File: src/rtl/vram_blitter.sv
`timescale 1ns/1ps
`default_nettype none
// ============================================================================
// Module   : vram_blitter
// Brief    : Rectangle FILL / XOR engine on the VRAM system port; stalls on
//            vram_busy and pulses blt_done when the rectangle is finished.
// Revision : 1.0 - initial release
// ============================================================================
module vram_blitter #(
    parameter int ROW_WORDS = 32,
    parameter int ROWS      = 256,
    parameter int ADDR_W    = 13
) (
    input  logic                         clk,
    input  logic                         rst_n,
    input  logic                         blt_start,
    input  logic                         blt_mode,
    input  logic [$clog2(ROW_WORDS)-1:0] blt_col0,
    input  logic [$clog2(ROW_WORDS)-1:0] blt_col1,
    input  logic [$clog2(ROWS)-1:0]      blt_row0,
    input  logic [$clog2(ROWS)-1:0]      blt_row1,
    input  logic [15:0]                  blt_pattern,
    output logic                         blt_busy,
    output logic                         blt_done,
    output logic                         vram_load,
    output logic [ADDR_W-1:0]            vram_addr,
    output logic [15:0]                  vram_din,
    input  logic                         vram_busy,
    input  logic [15:0]                  vram_dout
);

    localparam int COL_W = $clog2(ROW_WORDS);
    localparam int ROW_W = $clog2(ROWS);

    typedef enum logic [2:0] {
        ST_IDLE  = 3'd0,
        ST_RD    = 3'd1,
        ST_CAP   = 3'd2,
        ST_WR    = 3'd3,
        ST_EMPTY = 3'd4,
        ST_DONE  = 3'd5
    } state_t;

    state_t             r_state;
    state_t             w_state_nxt;
    logic               r_mode;
    logic [COL_W-1:0]   r_col0;
    logic [COL_W-1:0]   r_col1;
    logic [ROW_W-1:0]   r_row1;
    logic [15:0]        r_pattern;
    logic [COL_W-1:0]   r_col;
    logic [ROW_W-1:0]   r_row;
    logic [COL_W-1:0]   w_col_nxt;
    logic [ROW_W-1:0]   w_row_nxt;
    logic [15:0]        w_din_nxt;
    logic               w_last;
    logic               w_accept_start;

    logic               r_vram_load;
    logic [ADDR_W-1:0]  r_vram_addr;
    logic [15:0]        r_vram_din;
    logic               r_blt_busy;
    logic               r_blt_done;

    assign w_accept_start = (r_state == ST_IDLE) && blt_start;
    assign w_last         = (r_row == r_row1) && (r_col == r_col1);

    always_comb begin
        w_state_nxt = r_state;
        w_col_nxt   = r_col;
        w_row_nxt   = r_row;
        w_din_nxt   = r_vram_din;
        case (r_state)
            ST_IDLE: begin
                if (blt_start) begin
                    w_col_nxt = blt_col0;
                    w_row_nxt = blt_row0;
                    w_din_nxt = blt_pattern;
                    if ((blt_col0 > blt_col1) || (blt_row0 > blt_row1))
                        w_state_nxt = ST_EMPTY;
                    else if (blt_mode)
                        w_state_nxt = ST_RD;
                    else
                        w_state_nxt = ST_WR;
                end
            end
            ST_RD: begin
                if (!vram_busy)
                    w_state_nxt = ST_CAP;
            end
            ST_CAP: begin
                // Read data belongs to the accepted read of the previous cycle
                w_din_nxt   = vram_dout ^ r_pattern;
                w_state_nxt = ST_WR;
            end
            ST_WR: begin
                if (!vram_busy) begin
                    if (w_last) begin
                        w_state_nxt = ST_DONE;
                    end else begin
                        if (r_col == r_col1) begin
                            w_col_nxt = r_col0;
                            w_row_nxt = r_row + 1'b1;
                        end else begin
                            w_col_nxt = r_col + 1'b1;
                        end
                        w_state_nxt = r_mode ? ST_RD : ST_WR;
                    end
                end
            end
            ST_EMPTY: w_state_nxt = ST_DONE;
            ST_DONE:  w_state_nxt = ST_IDLE;
            default:  w_state_nxt = ST_IDLE;
        endcase
    end

    always_ff @(posedge clk or negedge rst_n) begin
        if (!rst_n) begin
            r_state <= ST_IDLE;
            r_col   <= '0;
            r_row   <= '0;
        end else begin
            r_state <= w_state_nxt;
            r_col   <= w_col_nxt;
            r_row   <= w_row_nxt;
        end
    end

    always_ff @(posedge clk or negedge rst_n) begin
        if (!rst_n) begin
            r_mode    <= 1'b0;
            r_col0    <= '0;
            r_col1    <= '0;
            r_row1    <= '0;
            r_pattern <= '0;
        end else if (w_accept_start) begin
            r_mode    <= blt_mode;
            r_col0    <= blt_col0;
            r_col1    <= blt_col1;
            r_row1    <= blt_row1;
            r_pattern <= blt_pattern;
        end
    end

    // Outputs are registered images of the state being entered
    always_ff @(posedge clk or negedge rst_n) begin
        if (!rst_n) begin
            r_vram_load <= 1'b0;
            r_vram_addr <= '0;
            r_vram_din  <= '0;
            r_blt_busy  <= 1'b0;
            r_blt_done  <= 1'b0;
        end else begin
            r_vram_load <= (w_state_nxt == ST_WR);
            r_vram_addr <= {w_row_nxt, w_col_nxt};
            r_vram_din  <= w_din_nxt;
            r_blt_busy  <= (w_state_nxt == ST_RD) || (w_state_nxt == ST_CAP) ||
                           (w_state_nxt == ST_WR) || (w_state_nxt == ST_EMPTY);
            r_blt_done  <= (w_state_nxt == ST_DONE);
        end
    end

    assign vram_load = r_vram_load;
    assign vram_addr = r_vram_addr;
    assign vram_din  = r_vram_din;
    assign blt_busy  = r_blt_busy;
    assign blt_done  = r_blt_done;

endmodule
`default_nettype wire

File: config.mk
export PLATFORM = sky130hd
export DESIGN_NAME = vram_blitter
export DESIGN_NICKNAME = d
export VERILOG_FILES = /design/src/rtl/vram_blitter.sv
export SDC_FILE = /design/constraint.sdc
export NUM_CORES = 1
export LEC_CHECK = 0
export CAP_MARGIN = 20
export CELL_PAD_IN_SITES_DETAIL_PLACEMENT = 0
export CELL_PAD_IN_SITES_GLOBAL_PLACEMENT = 1
export CORE_MARGIN = 4
export CORE_UTILIZATION = 40
export CTS_CLUSTER_DIAMETER = 80
export DETAILED_ROUTE_END_ITERATION = 8
export PLACE_DENSITY_LB_ADDON = 0.1
export SYNTH_ARGS = -nofsm -noshare
export SYNTH_HDL_FRONTEND = slang
export SYNTH_SLANG_ARGS = --single-unit
File: constraint.sdc
create_clock -name clk -period 4.2 [get_ports clk]
set_input_delay 0.84 -clock clk [delete_from_list [all_inputs] [get_ports clk]]
set_output_delay 0.84 -clock clk [all_outputs]
set_load 0.01 [all_outputs]
Word level (Yosys, flattened, before mapping)
Cells that the tools add are included.

Add/sub/neg operators: 2. Muxes and demuxes: 20. Bitwise operators: 1. Reduce and logical (&&, ||, !) cells: 9. Equality and inequality tests: 12. Magnitude comparators: 2.

Operators with widths (number): 2-to-1 mux 8 bit (4); case mux 16 bit (2 select lines) (1); 2-to-1 mux 5 bit (4); 2-to-1 mux 16 bit (1); case mux 8 bit (2 select lines) (1); XOR 16 bit (1); 2-to-1 mux 3 bit (5); case mux 3 bit (5 select lines) (1); == test 3 x 2 -> 1 bit, second input constant (4); case mux 5 bit (2 select lines) (1); == test 3 bit, second input constant (3); adder 8 x 1 -> 8 bit, second input constant (1); == test 8 bit (1); > comparator 8 bit (1); == test 3 x 1 -> 1 bit, second input constant (2); adder 5 x 1 -> 5 bit, second input constant (1); == test 5 bit (1); > comparator 5 bit (1); logical OR 1 bit (4); 2-to-1 mux 2 bit (2); logical NOT 3 bit (1); logical AND 1 bit (2); inequality test 2 bit, second input constant (1); AND reduction 2 bit (1); nonzero test 2 bit (1).

Register bits after elaboration: 83. Output and inout bits: 32. Word-level logic and storage cells: 59. Input port bits: 63.

Logic depth before layout (Yosys ltp)
Gate-level depths: netlist (run 1).

Word-level depth: 9. Depth in mapped cells: 8. Mapped depth without buffers: 7.

Worst setup path after synthesis (run 1)
OpenSTA, ideal clock, no wires.

Path kind: input to register. Start: input port blt_row1[1]. End: register r_vram_load, in the netlist vram_load. Path buffers: 0. Data arrival time: 2.039 ns. Stages on the path: 7. Required time: 4.135 ns. Library setup time: 0.065 ns. Slack: 2.096 ns. Cells stage by stage: inv_1 > ha_1 > nor2b_1 > o211ai_1 > a21oi_1 > o41ai_1 > o21a_1.

Word-level cells in the longest chain between the ends: 6.

Ends and longest elaborated chain: start, declared (line 21) `input logic [$clog2(ROWS)-1:0] blt_row1,`; > comparator 8 bit (line 79) `if ((blt_col0 > blt_col1) || (blt_row0 > blt_row1))`; logical OR 1 bit (line 79); 2-to-1 mux 3 bit (line 79); 2-to-1 mux 3 bit (line 75) `if (blt_start) begin`; case mux 3 bit (5 select lines) (line 73) `case (r_state)`; named net w_state_nxt[0] (line 45) `state_t w_state_nxt;`; == test 3 x 2 -> 1 bit (line 154) `r_vram_load <= (w_state_nxt == ST_WR);`; end signal, assigned (line 154); end, declared (line 59) `logic r_vram_load;`.

The timed path passes the listed nets, and every way through them passes these cells. A chain may end at the register's enable or synchronous reset.

==> metrics.md, run 1 <==
| Metric | Value |
|---|---|
| Design area | `~0.0050 mm2` |
| Tot Pwr | `3.204 mW` |
| Final nets | `roughly 590` |
| Wirelength per Cell | `around 16 um` |
| R2r worst-path depth | `5` |
| Crit path capture type | `flip-flop` |
| Setup_tns | `0 ns` |
| Unique masters post-synth | `47` |
| Chip width | `105.7 um` |
| Final setup viols | `0` |
| Asr flop ratio synth | `100.0%` |
| Clock skew | `0.01228 ns` |
| Synthesized area per cell | `8.970 um2` |
| Clock power frac | `15.9%` |
| Initial Util | `41.16%` |
| First-pass GRT wire length | `16.83 mm` |
| Cells after synthesis | `426` |
| Yosys warns | `0` |
| EDFF count, synth | `0` |
| # DRC | `0` |
| Synthesis-to-finish area growth | `31.73%` |
| Grt ovf | `0` |
| Worst Tran Pin Value | `1.002 ns` |
| Outcome | `finished, final reports clean` |
| Highest metal used | `met4` |
| Clk Latency, worst-skew pair | `between 0.3 and 0.4 ns` |
| CP max stage delay | `~0.56 ns` |
| Commonest non-fill, non-tap cell in the layout | `nand2_1` |
| CTS clk-pin slew, worst paths | `0.08 ns` |
| Clock Sinks | `70` |
| Maximum clock frequency | `0.4036 GHz` |
| Worst Hold Margin | `0.3869 ns` |
| Cell family with most CP delay | `buffers and inverters` |
| CTS hold repair buffers | `0` |
| CP Max Fanout | `35` |
| Row count | `35` |
| Post-placement cell area | `slightly below 0.005 mm2` |
| Routed met3 length | `470 um` |
| Core Area | `0.009284 mm2` |
| Initial DRC Count | `90` |
| Die Area | `between 0.01 and 0.015 mm2` |
| Seq/Total Area, Yosys | `a little under half` |
| Place WS | `1.361 ns` |
| Critical Path AT | `2.71 ns` |
| Synth Cell Area | `approximately 0.0038 mm2` |
| Number of antenna violations at the first check in global routing | `0` |
| Final WS setup | `~1.7 ns` |
| H-Tree Depth | `3` |
| R2r setup slk | `1.84 ns` |
| Max Slew Vio Count | `0` |
| Setup Crit Path Kind | `in2reg` |
| Via density | `5.184` |
| WL met2 | `4.957 mm` |
| Switching part of the total | `40.65%` |
| Clock buffer depth | `2` |
| Final WL | `between 10 and 15 mm` |
| Synthesized Nets | `504` |
| CP startpoint kind | `primary input` |
| HPWL Detailed | `7.273 mm` |
| Cts bufs inserted | `9` |
| Commonest cells after routing, fill and taps aside | `111 x nand2_1, 93 x clkdlybuf4s50_1, 70 x dfrtp_1` |
| M1 WL | `between 4 and 5 mm` |
| Port Buffers | `94` |
| Root Driver | `clkbuf_8` |
| MaxCap Viol Count | `0` |
| Routability congestion estimate | `0.8356` |
| Leakage | `roughly 2.3 nW` |
| Vias in the first global route | `3451` |
| CTS tree | `built` |
| Combinational share of power | `44.8%` |
| Top-Level Pins | `95` |
| Slowest cell on the critical path | `clkdlybuf4s50_1` |
| Die Span Y | `105.7 um` |
| Gr usage total | `18.72%` |
| Post-CTS Resized | `0` |
| Buffers plus inverters on the worst setup path | `2` |
| Crit path time final | `approximately 2.5 ns` |
| Largest net degree at the start of global routing | `55` |
| Main flop type after synthesis | `dfrtp_1` |
| Share of layout cells above drive strength 1 | `5.010%` |
| P_sw | `roughly 1.3 mW` |
| Yosys reg bits | `70` |
| Postcts setup bufs | `0` |
| Internal power | `1.902 mW` |
| Cell Chain, Critical Path | `clkdlybuf4s50_1, inv_1, nor2_8, nor2_2, o21bai_1, a221o_1` |
| TritonRoute pass-1 iters | `4` |
| WP data required | `between 4 and 5 ns` |
| Max VDD drop | `0.0002421 V` |
| Final Hold Violating Endpoints | `0` |
| Fill cells | `918` |
| Vias | `3359` |
| Worst slew margin | `32.98%` |
| Hold/Removal Path Class | `in2async` |
| Antenna-violating nets left | `0` |
| Final antenna diode count | `0` |
| P per Cell Area | `636.5 mW/mm2` |
| Unrepaired setup endpoints after global routing | `no` |
| Share of power burned in registers | `39.3%` |
| Period Utilization, post-route | `58.99%` |
-- area by class of cell --
| class | count | area, um2 | share of cell area [%] |
|---|---|---|---|
| Clock buffer | 10 | 137.6 | 2.734 |
| Clock inverter | 6 | 43.79 | 0.8700 |
| Inverter | 19 | 71.32 | 1.417 |
| Multi-Input combinational cell | 316 | 1902 | 37.78 |
| Sequential cell | 70 | 1752 | 34.80 |
| Tap cell | 129 | 161.4 | 3.207 |
| Timing Repair Buffer | 98 | 965.9 | 19.19 |
-- logic make-up after synthesis --
family	Yosys count	share of synthesized area (%)
simple gates	182	21.19
compound gates	87	16.18
flops	70	45.84
buf+inv	40	4.453
xor+xnor	29	6.647
fa+ha+maj	15	4.912
mux	3	0.7859
-- how the worst max path moves through the flow --
stage                     end         from  depth (start not counted)  slack (ns)
detailed placement  flip-flop    blt_start                          6        1.36
finish              flip-flop    blt_start                          6        1.72
CTS                 flip-flop    blt_start                          6        1.73
global placement    flip-flop    blt_start                          6        1.42
floorplan           vram_load  blt_row1[1]                          7        2.10
global route        flip-flop    blt_start                          6        1.59
-- per-stage QoR --
stage               std cells  util [%]
global route              648     54.22
detailed placement        632     52.26
floorplan                 426         -
CTS                       648     54.22
global placement          632     52.26
finish                    648     54.22
-- power groups by stage --
| stage | logic, mW | clock network, mW | registers [mW] |
|---|---|---|---|
| after floorplan | 0.873 | 0 | 1.26 |
| after global placement | 1.40 | 0 | 1.27 |
| after detailed placement | 1.44 | 0 | 1.27 |
| after CTS | 1.45 | 0.525 | 1.26 |
| after global routing | 1.60 | 0.554 | 1.30 |
| final | 1.43 | 0.510 | 1.26 |
-- metal layers --
metal  up-vias  GRT usage (%)
met4         0          7.493
li1       1659              -
met2        95          30.92
met1      1590          24.39
met5         -              0
met3        15          3.184
-- synth_stat cells, drive strengths merged, types with 2 or more instances --
cell type	number	area, um2
nor3	5	25.02
nand4	8	50.05
a21o	3	22.52
xor2	16	140.1
a31oi	16	100.1
a211oi	4	30.03
and4	2	17.52
o21a	4	30.03
mux2i	3	30.03
o21ai	19	95.09
inv	19	71.32
a221o	3	30.03
and3	5	31.28
nand3	11	55.05
a21oi	7	35.03
clkbuf	8	30.03
or3	2	12.51
nor2	23	105.1
o211ai	7	52.55
nor2b	2	12.51
nand2	112	420.4
xnor2	13	113.9
buf	13	68.82
o22ai	2	12.51
dfrtp	70	1752
o41ai	3	26.28
o2111ai	4	52.56
ha	15	187.7
nand2b	3	18.77
o311ai	4	35.04
and2	2	12.51
or4	3	22.52
nor4	3	18.77
a21boi	5	37.54
Power figures use the tool's default switching activity.
==> run 2: changes to the inputs <==
--- a/config.mk
+++ b/config.mk
@@ -9,7 +9,7 @@
 export CELL_PAD_IN_SITES_DETAIL_PLACEMENT = 0
 export CELL_PAD_IN_SITES_GLOBAL_PLACEMENT = 1
 export CORE_MARGIN = 4
-export CORE_UTILIZATION = 40
+export CORE_UTILIZATION = 37
 export CTS_CLUSTER_DIAMETER = 80
 export DETAILED_ROUTE_END_ITERATION = 8
 export PLACE_DENSITY_LB_ADDON = 0.1
==> constraint.sdc (replaced) <==
create_clock -name clk -period 2.3 [get_ports clk]
set_input_delay 0.46 -clock clk [delete_from_list [all_inputs] [get_ports clk]]
set_output_delay 0.46 -clock clk [all_outputs]
set_load 0.01 [all_outputs]
==> run 2 against run 1 <==
Die area up 7.5%. Wire length grew 1.1%. First-iteration DRC count fell by 8.9%. Sequential power is 75% higher. Clock skew decreased by 0.0037 ns. Highest routed layer unchanged. Sequential cell count unchanged. Clock power grew 71%. Count of clock-buffer cells in the layout shrank 1. Global-route usage shrank 0.94 points. Via count rose by 2.7%. Cell area up 4.2%. Critical path depth grew 2.
==> metrics.md, run 2 (synthesized netlist as in run 1, its figures left out) <==
| Metric | Value |
|---|---|
| Clock Sinks | `70` |
| Initial Util | `38.56%` |
| Period Utilization, post-route | `approximately nine tenths` |
| Cts bufs inserted | `9` |
| Outcome | `finished, final reports clean` |
| Initial DRC Count | `82` |
| WP data required | `roughly 2.6 ns` |
| Critical R2R Launch | `r_row1[1]` |
| Gr usage total | `17.78%` |
| Root Driver | `clkbuf_8` |
| Clk Latency, worst-skew pair | `roughly 0.34 ns` |
| Leakage | `around 2.4 nW` |
| Post-CTS Resized | `0` |
| MaxCap Viol Count | `0` |
| Commonest non-fill, non-tap cell in the layout | `nand2_1` |
| P per Cell Area | `approximately 1100 mW/mm2` |
| Final WL | `10.22 mm` |
| Die Area | `0.01202 mm2` |
| Maximum clock frequency | `between 0.4 and 0.5 GHz` |
| Unrepaired setup endpoints after global routing | `no` |
| Vias | `3449` |
| Synthesis-to-finish area growth | `37.20%` |
| Largest net degree at the start of global routing | `between 70 and 80` |
| Max Slew Vio Count | `0` |
| TritonRoute pass-1 iters | `4` |
| Chip width | `109.6 um` |
| Number of antenna violations at the first check in global routing | `0` |
| Die Span Y | `109.6 um` |
| Sequential cell area | `approximately 0.0018 mm2` |
| Max VDD drop | `0.0005009 V` |
| Final setup viols | `0` |
| Crit path time final | `2.065 ns` |
| CTS hold repair buffers | `0` |
| Worst slew margin | `72.13%` |
| Final Hold Violating Endpoints | `0` |
| Via density | `5.117` |
| Setup Crit Path Kind | `in2reg` |
| H-Tree Depth | `3` |
| CTS clk-pin slew, worst paths | `around 0.08 ns` |
| Critical Path AT | `2.34 ns` |
| Setup crit start | `blt_row1[1]` |
| Setup_tns | `0 ns` |
| Row count | `36` |
| Grt ovf | `0` |
| R2r setup slk | `0.26 ns` |
| CP startpoint kind | `primary input` |
| Clock buffer depth | `2` |
| Share of layout cells above drive strength 1 | `8.872%` |
| Vias in the first global route | `~3.4k` |
| Clock skew | `0.008624 ns` |
| Tot Pwr | `6.023 mW` |
| First-pass GRT wire length | `roughly 17 mm` |
| Routability congestion estimate | `0.8146` |
| # DRC | `0` |
| CTS tree | `built` |
| Hold/Removal Path Class | `in2async` |
| Multi-input gate area | `0.001902 mm2` |
| HPWL Detailed | `7.540 mm` |
| Worst Tran Pin Value | `just over 0.4 ns` |
| Wirelength per Cell | `15.16 um` |
| Postcts setup bufs | `0` |
| Commonest cells after routing, fill and taps aside | `111 x nand2_1, 93 x clkdlybuf4s50_1, 70 x dfrtp_1` |
| Core Area | `0.009910 mm2` |
| CP Max Fanout | `2` |
| Fill cells | `948` |
| Final antenna diode count | `0` |
| Crit path capture type | `flip-flop` |
| Port Buffers | `94` |
| Antenna-violating nets left | `0` |
| Final nets | `615` |
| Top-Level Pins | `95` |
[run 2: changes by cell type in the layout (fill, tap and decap cells not counted)]
cell,before,now
clkinv_2,2,3
inv_6,2,1
clkinvlp_4,1,2
buf_4,4,23
buf_12,0,4
clkbuf_8,10,9
clkinv_4,1,0
[run 2: stage by stage]
step | worst slack, ns | utilization, % | std cells | hold slack (ns) | cell area (um2)
global route | 0.02719 | 52.90 | 674 | 0.1581 | 5243
finish | 0.2351 | 52.90 | 674 | 0.1216 | 5243
global placement | -0.02275 | 51.26 | 659 | 0.4529 | 5080
detailed placement | -0.04435 | 51.26 | 659 | 0.4542 | 5080
CTS | 0.2534 | 52.90 | 674 | 0.1469 | 5243
floorplan | 0.5152 | - | 426 | 0.1644 | 3821
[run 2: path summary, 6_finish.rpt]
check	end	cells past startpoint
hold / removal	async pin	2
min in group clk	r_col0[4]	2
setup reg to reg	vram_load	6
setup / recovery	vram_load	8
hold reg to reg	r_col0[4]	2
max in group asynchronous	r_col1[1]	2
[run 2: worst max-delay path, cell delays in order]
cell and delay (ns):
clkdlybuf4s50_1 0.45, inv_1 0.05, ha_1 0.28, nor2b_1 0.14, o211ai_1 0.17, a21oi_1 0.14
o41ai_1 0.47, o21a_1 0.18
[run 2: final cells by class]
class,count,share of cell area (%)
sequential,70,33.41
tap,133,3.174
clock buffer,9,2.363
timing repair buffer,121,22.67
multi-input combinational,316,36.28
inverter,19,1.360
clock inverter,6,0.7399
[run 2: layer usage]
| metal | global-route usage (%) | share of wire (%) | wire [um] |
|---|---|---|---|
| met1 | 24.72 | 47 | 4767 |
| met2 | 28.51 | 47 | 4840 |
| met4 | 4.809 | 1.2 | 121 |
| met5 | 0 | 0 | 0 |
| met3 | 3.230 | 4.8 | 491 |
[run 2: report_power, final]
part	switching, mW	leakage [nW]	total, mW	internal (mW)
clock network	0.487	0.0813	0.870	0.383
registers	0.408	0.851	2.20	1.80
logic	1.51	1.46	2.95	1.44
==> run 3: changes to the inputs <==
--- a/config.mk
+++ b/config.mk
@@ -9,7 +9,7 @@
 export CELL_PAD_IN_SITES_DETAIL_PLACEMENT = 0
 export CELL_PAD_IN_SITES_GLOBAL_PLACEMENT = 1
 export CORE_MARGIN = 4
-export CORE_UTILIZATION = 37
+export CORE_UTILIZATION = 40
 export CTS_CLUSTER_DIAMETER = 80
 export DETAILED_ROUTE_END_ITERATION = 8
 export PLACE_DENSITY_LB_ADDON = 0.1
==> constraint.sdc (replaced) <==
create_clock -name clk -period 2.4 [get_ports clk]
set_input_delay 0.48 -clock clk [delete_from_list [all_inputs] [get_ports clk]]
set_output_delay 0.48 -clock clk [all_outputs]
set_load 0.01 [all_outputs]
==> run 3 against run 2 <==
Clock power grew 20%. Global-route usage is 0.57 points higher. Final cell count shrank 2.2%. Wire length down 1.9%. Sequential share of layout area grew 0.33 points. Largest power group unchanged.
==> metrics.md, run 3 (synthesized netlist as in run 1, its figures left out) <==
| Metric | Value |
|---|---|
| Outcome | `finished, final reports clean` |
| Grt ovf | `0` |
| Die Area | `0.01118 mm2` |
| Worst Tran Pin Value | `0.6043 ns` |
| Root Driver | `clkbuf_8` |
| CTS hold repair buffers | `0` |
| Port Buffers | `94` |
| Placed Cells | `644` |
| Hold/Removal Path Class | `in2async` |
| Clock buffer depth | `2` |
| CP max stage delay | `0.46 ns` |
| Setup Crit Path Kind | `reg2reg` |
| Unrepaired setup endpoints after global routing | `no` |
| Number of antenna violations at the first check in global routing | `0` |
| Gr usage total | `18.35%` |
| Clock Sinks | `70` |
| Postcts setup bufs | `0` |
| Worst Hold Margin | `0.1286 ns` |
| Maximum clock frequency | `0.4687 GHz` |
| Row count | `35` |
| First-pass GRT wire length | `16.29 mm` |
| Final antenna diode count | `0` |
| Vias | `roughly 3.3k` |
| Cell Count, Final, Fillers Out | `roughly 660` |
| Cell Chain, Critical Path | `xnor2_1, nand4_1, o2111ai_4, buf_4, nor3_1, a221o_1` |
| Initial DRC Count | `136` |
| Clock skew | `0.009674 ns` |
| WP data required | `2.63 ns` |
| Synthesis-to-finish area growth | `35.85%` |
| CP Max Fanout | `13` |
| CTS tree | `built` |
| Sequential cell area | `roughly 0.0018 mm2` |
| Chip width | `105.7 um` |
| Initial Util | `between 40% and 50%` |
| Period Utilization, post-route | `88.90%` |
| Share of layout cells above drive strength 1 | `6.981%` |
| Max VDD drop | `0.0005831 V` |
| Commonest non-fill, non-tap cell in the layout | `nand2_1` |
| Post-CTS Resized | `0` |
| Critical Path AT | `~2.4 ns` |
| Final setup viols | `0` |
| Core Area | `between 0.009 and 0.01 mm2` |
| CTS clk-pin slew, worst paths | `0.08 ns` |
| Crit path capture type | `flip-flop` |
| Final nets | `slightly above 600` |
| Top-Level Pins | `95` |
| Final Hold Violating Endpoints | `0` |
| TritonRoute pass-1 iters | `4` |
| Wirelength per Cell | `15.22 um` |
| H-Tree Depth | `3` |
| Commonest cells after routing, fill and taps aside | `111 x nand2_1, 93 x clkdlybuf4s50_1, 70 x dfrtp_1` |
| Die Span Y | `105.7 um` |
| Final WL | `approximately 10 mm` |
| MaxCap Viol Count | `0` |
| P per Cell Area | `1135 mW/mm2` |
| Leakage | `2.362 nW` |
| Vias in the first global route | `~3.3k` |
| Fill cells | `880` |
| HPWL Detailed | `7.504 mm` |
| Worst slew margin | `59.71%` |
| Via density | `5.077` |
| Routability congestion estimate | `0.8474` |
| Antenna-violating nets left | `0` |
| Clk Latency, worst-skew pair | `0.35 ns` |
| Max Slew Vio Count | `0` |
| # DRC | `0` |
| Cts bufs inserted | `9` |
| Slowest cell on the critical path | `dfrtp_1` |
| Multi-input gate area | `0.001902 mm2` |
| Largest net degree at the start of global routing | `45` |
| Crit path time final | `~2.1 ns` |
| CP startpoint kind | `flip-flop` |
-- run 3: cell types whose count changed in the layout (fill, tap and decap cells not counted), moves of 2 or more --
cell	change
bufinv_16	+2
clkinvlp_4	-2
buf_4	-10
clkinv_4	+2
-- run 3: worst paths after layout --
path                            from        end  slack, ns  depth (start not counted)
setup / recovery           flip-flop  flip-flop       0.27                          6
hold reg to reg            r_col0[2]  r_col0[2]       0.48                          2
min in group clk           r_col0[2]  r_col0[2]       0.48                          2
hold / removal                 rst_n  r_col1[4]       0.13                          1
max in group asynchronous      rst_n  async pin       1.69                          2
setup reg to reg           flip-flop  flip-flop       0.27                          6
-- run 3: routing by layer --
layer	GRT usage (%)	wire [um]
met1	24.14	4563
met2	30.33	4814
met5	0	0
met3	3.919	507
met4	5.550	142
-- run 3: power by group --
group / internal, mW / leakage, nW / switching (mW) / total, mW
registers: 1.72 / 0.851 / 0.433 / 2.15
logic: 1.31 / 1.40 / 1.38 / 2.69
clock network: 0.579 / 0.109 / 0.463 / 1.04
total: 3.61 / 2.36 / 2.28 / 5.89
-- run 3: cell type report --
type	instances	share of cell area [%]
multi-input combinational	316	36.64
clock buffer	9	2.386
sequential	70	33.74
inverter	19	1.374
timing repair buffer	110	21.07
tap	129	3.109
clock inverter	6	1.687
-- run 3: critical path: cells and delay by family, from the launching register on --
family,cells,cell delay [ns]
xor gates and xnor gates,1,0.26
DFF,1,0.46
and+or+nand+nor,2,0.36
AOI/OAI and AO/OA,2,0.72
buffers and inverters,1,0.21
-- run 3: through the flow --
| stage | area (um2) | setup slack, ns | util [%] | TNS (ns) | total power, mW |
|---|---|---|---|---|---|
| global placement | 4980 | -0.02905 | 53.64 | -0.02905 | 4.827 |
| floorplan | 3821 | 0.6152 | - | 0 | 3.725 |
| global route | 5191 | 0.1442 | 55.92 | 0 | 6.333 |
| finish | 5191 | 0.2665 | 55.92 | 0 | 5.890 |
| CTS | 5191 | 0.2686 | 55.92 | 0 | 5.933 |
| detailed placement | 4980 | -0.07985 | 53.64 | -0.07985 | 4.875 |
==> edit 1: new RTL, settings of run 3 <==
Encoding of `state_t`: now one-hot (6 bits for 6 states).
--- a/src/rtl/vram_blitter.sv
+++ b/src/rtl/vram_blitter.sv
@@ -32,13 +32,13 @@
     localparam int COL_W = $clog2(ROW_WORDS);
     localparam int ROW_W = $clog2(ROWS);
 
-    typedef enum logic [2:0] {
-        ST_IDLE  = 3'd0,
-        ST_RD    = 3'd1,
-        ST_CAP   = 3'd2,
-        ST_WR    = 3'd3,
-        ST_EMPTY = 3'd4,
-        ST_DONE  = 3'd5
+    typedef enum logic [5:0] {
+        ST_IDLE  = 6'b000001,
+        ST_RD    = 6'b000010,
+        ST_CAP   = 6'b000100,
+        ST_WR    = 6'b001000,
+        ST_EMPTY = 6'b010000,
+        ST_DONE  = 6'b100000
     } state_t;
 
     state_t             r_state;
Behaviour: no difference found for any inputs over 4 cycles, from zero or initial values and one cycle with rst_n low; so few cycles prove little.
==> edit 1 against run 3 <==
Setup slack worse by 0.023 ns; design area grew 4.2%; via count rose by 6.4%; synthesized area grew 4.7%; critical path depth is the same; largest power group unchanged; sequential cell count increased by 3; power up 3.0%; wire length up 7.2%; sequential share of layout area about the same.
==> edit 1: results (changes against run 3) <==
[power_and_ir_drop]
swShare_pct = 39.11  ; +0.42 points
ir_worst_vdd_mv = 0.4362  ; -25%
p_leak_uw = 0.002407  ; +1.9%
power_frac_comb_pct = 44.3  ; -1.4 points

[setup_path]
cpPeakStageDelay_ns = 0.58  ; +0.12 ns
path_max_fanout = 7  ; -6
reg2reg_slack_ns = 0.24  ; -0.02 ns
slowest_stage = or4_4
crit_family = simple AND/OR/NAND/NOR gates
critPathArrivalTime_ns = 2.43  ; +0.06 ns

[outcome]
outcome = finished, final reports clean

[grt]
grt_usage_pct = 19.18  ; +0.83 points
gr-usage-met3_pct = 2.866  ; -1.1 points
grt_pass1_vias = 3544  ; +8.6%
grt_pass1_wl_um = 17650  ; +8.3%
grt_max_degree = 41  ; -8.9%
met1_usage_pct = 26.23  ; +2.1 points

[finish]
fin_nets = 627  ; +3.8%
drive_gt1_share_pct = 8.303  ; +1.3 points
fillers = 957  ; +8.8%

[timing]
finClkSkew_ns = 0.01079  ; +0.001116 ns
worstMarginPinSlew_ns = 0.6201  ; +0.01583 ns

[synthesis]
ys_top_cells_by_count = nand2_1 (111), dfrtp_1 (72), nor2_1 (28), o21ai_0 (24), inv_1 (21)
ys_types = 55  ; +17%
syn-num-nets = 524  ; +4.0%
ys_seq_area_share_pct = 45.67  ; -0.17 points
synth.area.top_cells = dfrtp_1 (45%), nand2_1 (10%), ha_1 (4.7%)

[placed_design]
dp_hpwl_um = 7798  ; +3.9%
place_congestion = 0.8168  ; -3.6%
place_area_um2 = 5192  ; +4.3%

[drt]
routed-wl-met2_um = 5255  ; +9.2%
drt_iter0_drc = 149  ; +9.6%
wl_met3_um = 517  ; +2.0%

[clock_network]
cts_resized = 0  ; unchanged

[edit 1: changes by cell type after synthesis, moves of 4 or more]
cell | before | now
a21boi_0 | 5 | 0
a21oi_1 | 7 | 11
and3_1 | 5 | 1
buf_2 | 10 | 3
clkbuf_1 | 8 | 16
nor2_1 | 21 | 28
o21ai_0 | 19 | 24
[edit 1: through the flow]
| step | hold slack [ns] | setup WS [ns] | util (%) | std cells | power (µW) |
|---|---|---|---|---|---|
| final | 0.04772 | 0.2438 | 55.36 | 687 | 6066 |
| after global routing | 0.07875 | 0.1788 | 55.36 | 687 | 6534 |
| after floorplan | 0.1844 | 0.3297 | - | 446 | 3832 |
| after CTS | 0.05723 | 0.2574 | 55.36 | 687 | 6125 |
| after global placement | 0.4304 | 0.07003 | 53.12 | 671 | 4952 |
| after detailed placement | 0.4327 | 0.05926 | 53.12 | 671 | 5014 |
[edit 1: area by class of cell]
| type | count | area (µm²) | share of cell area, % |
|---|---|---|---|
| clock buffer | 10 | 127.6 | 2.358 |
| timing repair buffer | 113 | 1106 | 20.44 |
| tap | 133 | 166.4 | 3.075 |
| clock inverter | 6 | 91.34 | 1.688 |
| multi-input combinational | 331 | 2013 | 37.20 |
| inverter | 21 | 78.83 | 1.457 |
| sequential | 73 | 1828 | 33.78 |
[edit 1: logic make-up after synthesis]
logic type               after synthesis  share of synthesized area (%)
buffers and inverters                 42                          4.033
multiplexers                           2                         0.5626
XOR/XNOR                              32                          7.471
flip-flops                            73                          45.67
adder cells (fa/ha/maj)               15                          4.689
AND/OR/NAND/NOR                      193                          21.85
AO/OA/AOI/OAI                         89                          15.72
[edit 1: worst reg2reg max path: stages (launching register included)]
cell and delay, ns:
dfrtp_1 0.43, or4_4 0.58, nor3_4 0.23, o2111ai_4 0.19, buf_4 0.23, or3_1 0.35
nand3_1 0.08
==> edit 2: new RTL, settings of run 3 <==
Without the edit above. Register the output `vram_addr` once more, cleared by the reset; this adds one clock of latency there. The other outputs are not delayed to match.
--- a/src/rtl/vram_blitter.sv
+++ b/src/rtl/vram_blitter.sv
@@ -161,7 +161,13 @@
     end
 
     assign vram_load = r_vram_load;
-    assign vram_addr = r_vram_addr;
+    always_ff @(posedge clk or negedge rst_n) begin
+        if (!rst_n) begin
+            vram_addr <= '0;
+        end else begin
+            vram_addr <= r_vram_addr;
+        end
+    end
     assign vram_din  = r_vram_din;
     assign blt_busy  = r_blt_busy;
     assign blt_done  = r_blt_done;
Function: changed (a bounded check fails within 4 cycles, from zero or initial values and one cycle with rst_n low).
==> edit 2 against run 3 <==
Setup slack got worse by 0.14 ns; wire length increased by 1.1%; sequential cell count increased by 13; register-to-register slack got worse by 0.07 ns; clock power decreased by 4%; design area increased by 6.6%; final cell count increased by 5.5%; highest routed layer unchanged; synthesized area increased by 6.2%; power decreased by 1.4%.
==> edit 2: results (changes against run 3) <==
[outcome]
outcome = finished, final reports clean

[drt]
drt-total-wl_um = 10140  ; +1.1%
viasPerCell = 4.917  ; -3.2%
wl_per_cell_um = 14.59  ; -4.1%
dr.pass1.iters = 4  ; unchanged
drt_iter0_drc = 219  ; +61%

[synthesis]
synth.area.top_cells = dfrtp_1 (51%), nand2_1 (11%), ha_1 (4.6%)
synth_area_per_cell_um2 = 9.183  ; +2.4%
syn-num-nets = 520  ; +3.2%
ys_types = 48  ; +2.1%
ys_top_cells_by_count = nand2_1 (121), dfrtp_1 (83), nor2_1 (31), inv_1 (19), clkbuf_1 (18)
ys_seq_area_share_pct = 51.17  ; +5.3 points
ys.flop_type = dfrtp_1
synth-async-reset-ratio_pct = 100.0  ; unchanged
yosys_warnings = 0  ; unchanged

[placed_design]
place_congestion = 0.8129  ; -4.1%
portBuffers = 94  ; unchanged
dp_cells = 679  ; +5.4%
dp_slack_ns = -0.2562  ; -0.1763 ns
dp_hpwl_um = 7365  ; -1.9%
place_area_um2 = 5340  ; +7.2%

[power_and_ir_drop]
p_leak_uw = 0.002563  ; +8.5%
ir_worst_vdd_mv = 0.4507  ; -23%
p_sw_uw = 2091  ; -8.2%

[setup_path]
crit_path_end = vram_load$_DFF_PN0_
slowest_stage = clkdlybuf4s50_1
path_max_fanout = 3  ; -10
r2r-start = r_col1[4]$_DFFE_PN0P_
startpoint = blt_row1[7]
crit_family = buffers and inverters
r2r_cells = 6  ; unchanged
critPathArrivalTime_ns = 2.55  ; +0.18 ns
cpPeakStageDelay_ns = 0.45
reg2reg_slack_ns = 0.20  ; -0.07 ns

[grt]
grt_max_degree = 64  ; +42%
grt_usage_pct = 18.20  ; -0.15 points
grt_pass1_wl_um = 16890  ; +3.7%
grt_pass1_vias = 3447  ; +5.7%
antenna_found_initial = 0  ; unchanged

[clock_network]
root_buffer = clkbuf_8
path_clk_slew_ns = 0.09
cts_resized = 0  ; unchanged
cts_setup_buffers = 0  ; unchanged
clock_latency_ns = 0.36
clockBufferDepth = 2  ; unchanged
cts_made_buffers = 9  ; unchanged
htree_levels = 3  ; unchanged

[hold_path]
hold_class = in2async

[timing]
worstMarginPinSlew_ns = 0.5835  ; -0.02082 ns
finClkSkew_ns = 0.01153  ; +0.001858 ns
worst_hold_slack_ns = 0.02366  ; -0.1050 ns
post-route-min-period_ns = 2.272  ; +0.1381 ns

[finish]
fillers = 940  ; +6.8%
fin_nets = 635  ; +5.1%
drive_gt1_share_pct = 9.253  ; +2.3 points

==> edit 2: changes by cell type after synthesis, sizes merged, moves of 8 or more <==
cell and delta:
nand2 +9, buf -10, nor2 +8, clkbuf +10, dfrtp +13
==> edit 2: cells by family after synthesis <==
| family | share of synthesized area (%) |
|---|---|
| XOR/XNOR | 6.473 |
| adder cells (fa/ha/maj) | 4.624 |
| AO/OA/AOI/OAI | 13.04 |
| AND/OR/NAND/NOR | 19.98 |
| multiplexers | 0.7707 |
| buffers and inverters | 3.946 |
| flip-flops | 51.17 |
==> edit 2: area by class of cell <==
type	instances	area (µm²)	share of cell area, %
Inverter	19	71.32	1.289
Clock inverter	5	62.56	1.130
Tap cell	133	166.4	3.007
Clock buffer	11	131.4	2.374
Multi-Input combinational cell	319	1829	33.05
Timing Repair Buffer	125	1196	21.61
Sequential cell	83	2077	37.53
==> edit 2: layer usage <==
layer  wire, µm  up-vias  track usage [%]
met5          0        -                0
met2       4462       84            26.96
met1       4975     1587            26.57
met4        173        0            6.222
li1           -     1732                -
met3        529       14            3.671
==> edit 2: metrics by stage <==
step                      util, %  TNS, ns
after floorplan                 -        0
final                       56.36        0
after global routing        56.36        0
after global placement      54.38  -0.2554
after detailed placement    54.38  -0.4007
after CTS                   56.36        0
==> edit 2: power groups by stage <==
stage,Sequential (µW),Combinational [µW],Clock [µW]
after floorplan,2440,1350,0
after global routing,2480,2720,1100
after global placement,2410,2380,0
after CTS,2400,2440,1030
final,2400,2410,1000
after detailed placement,2430,2420,0
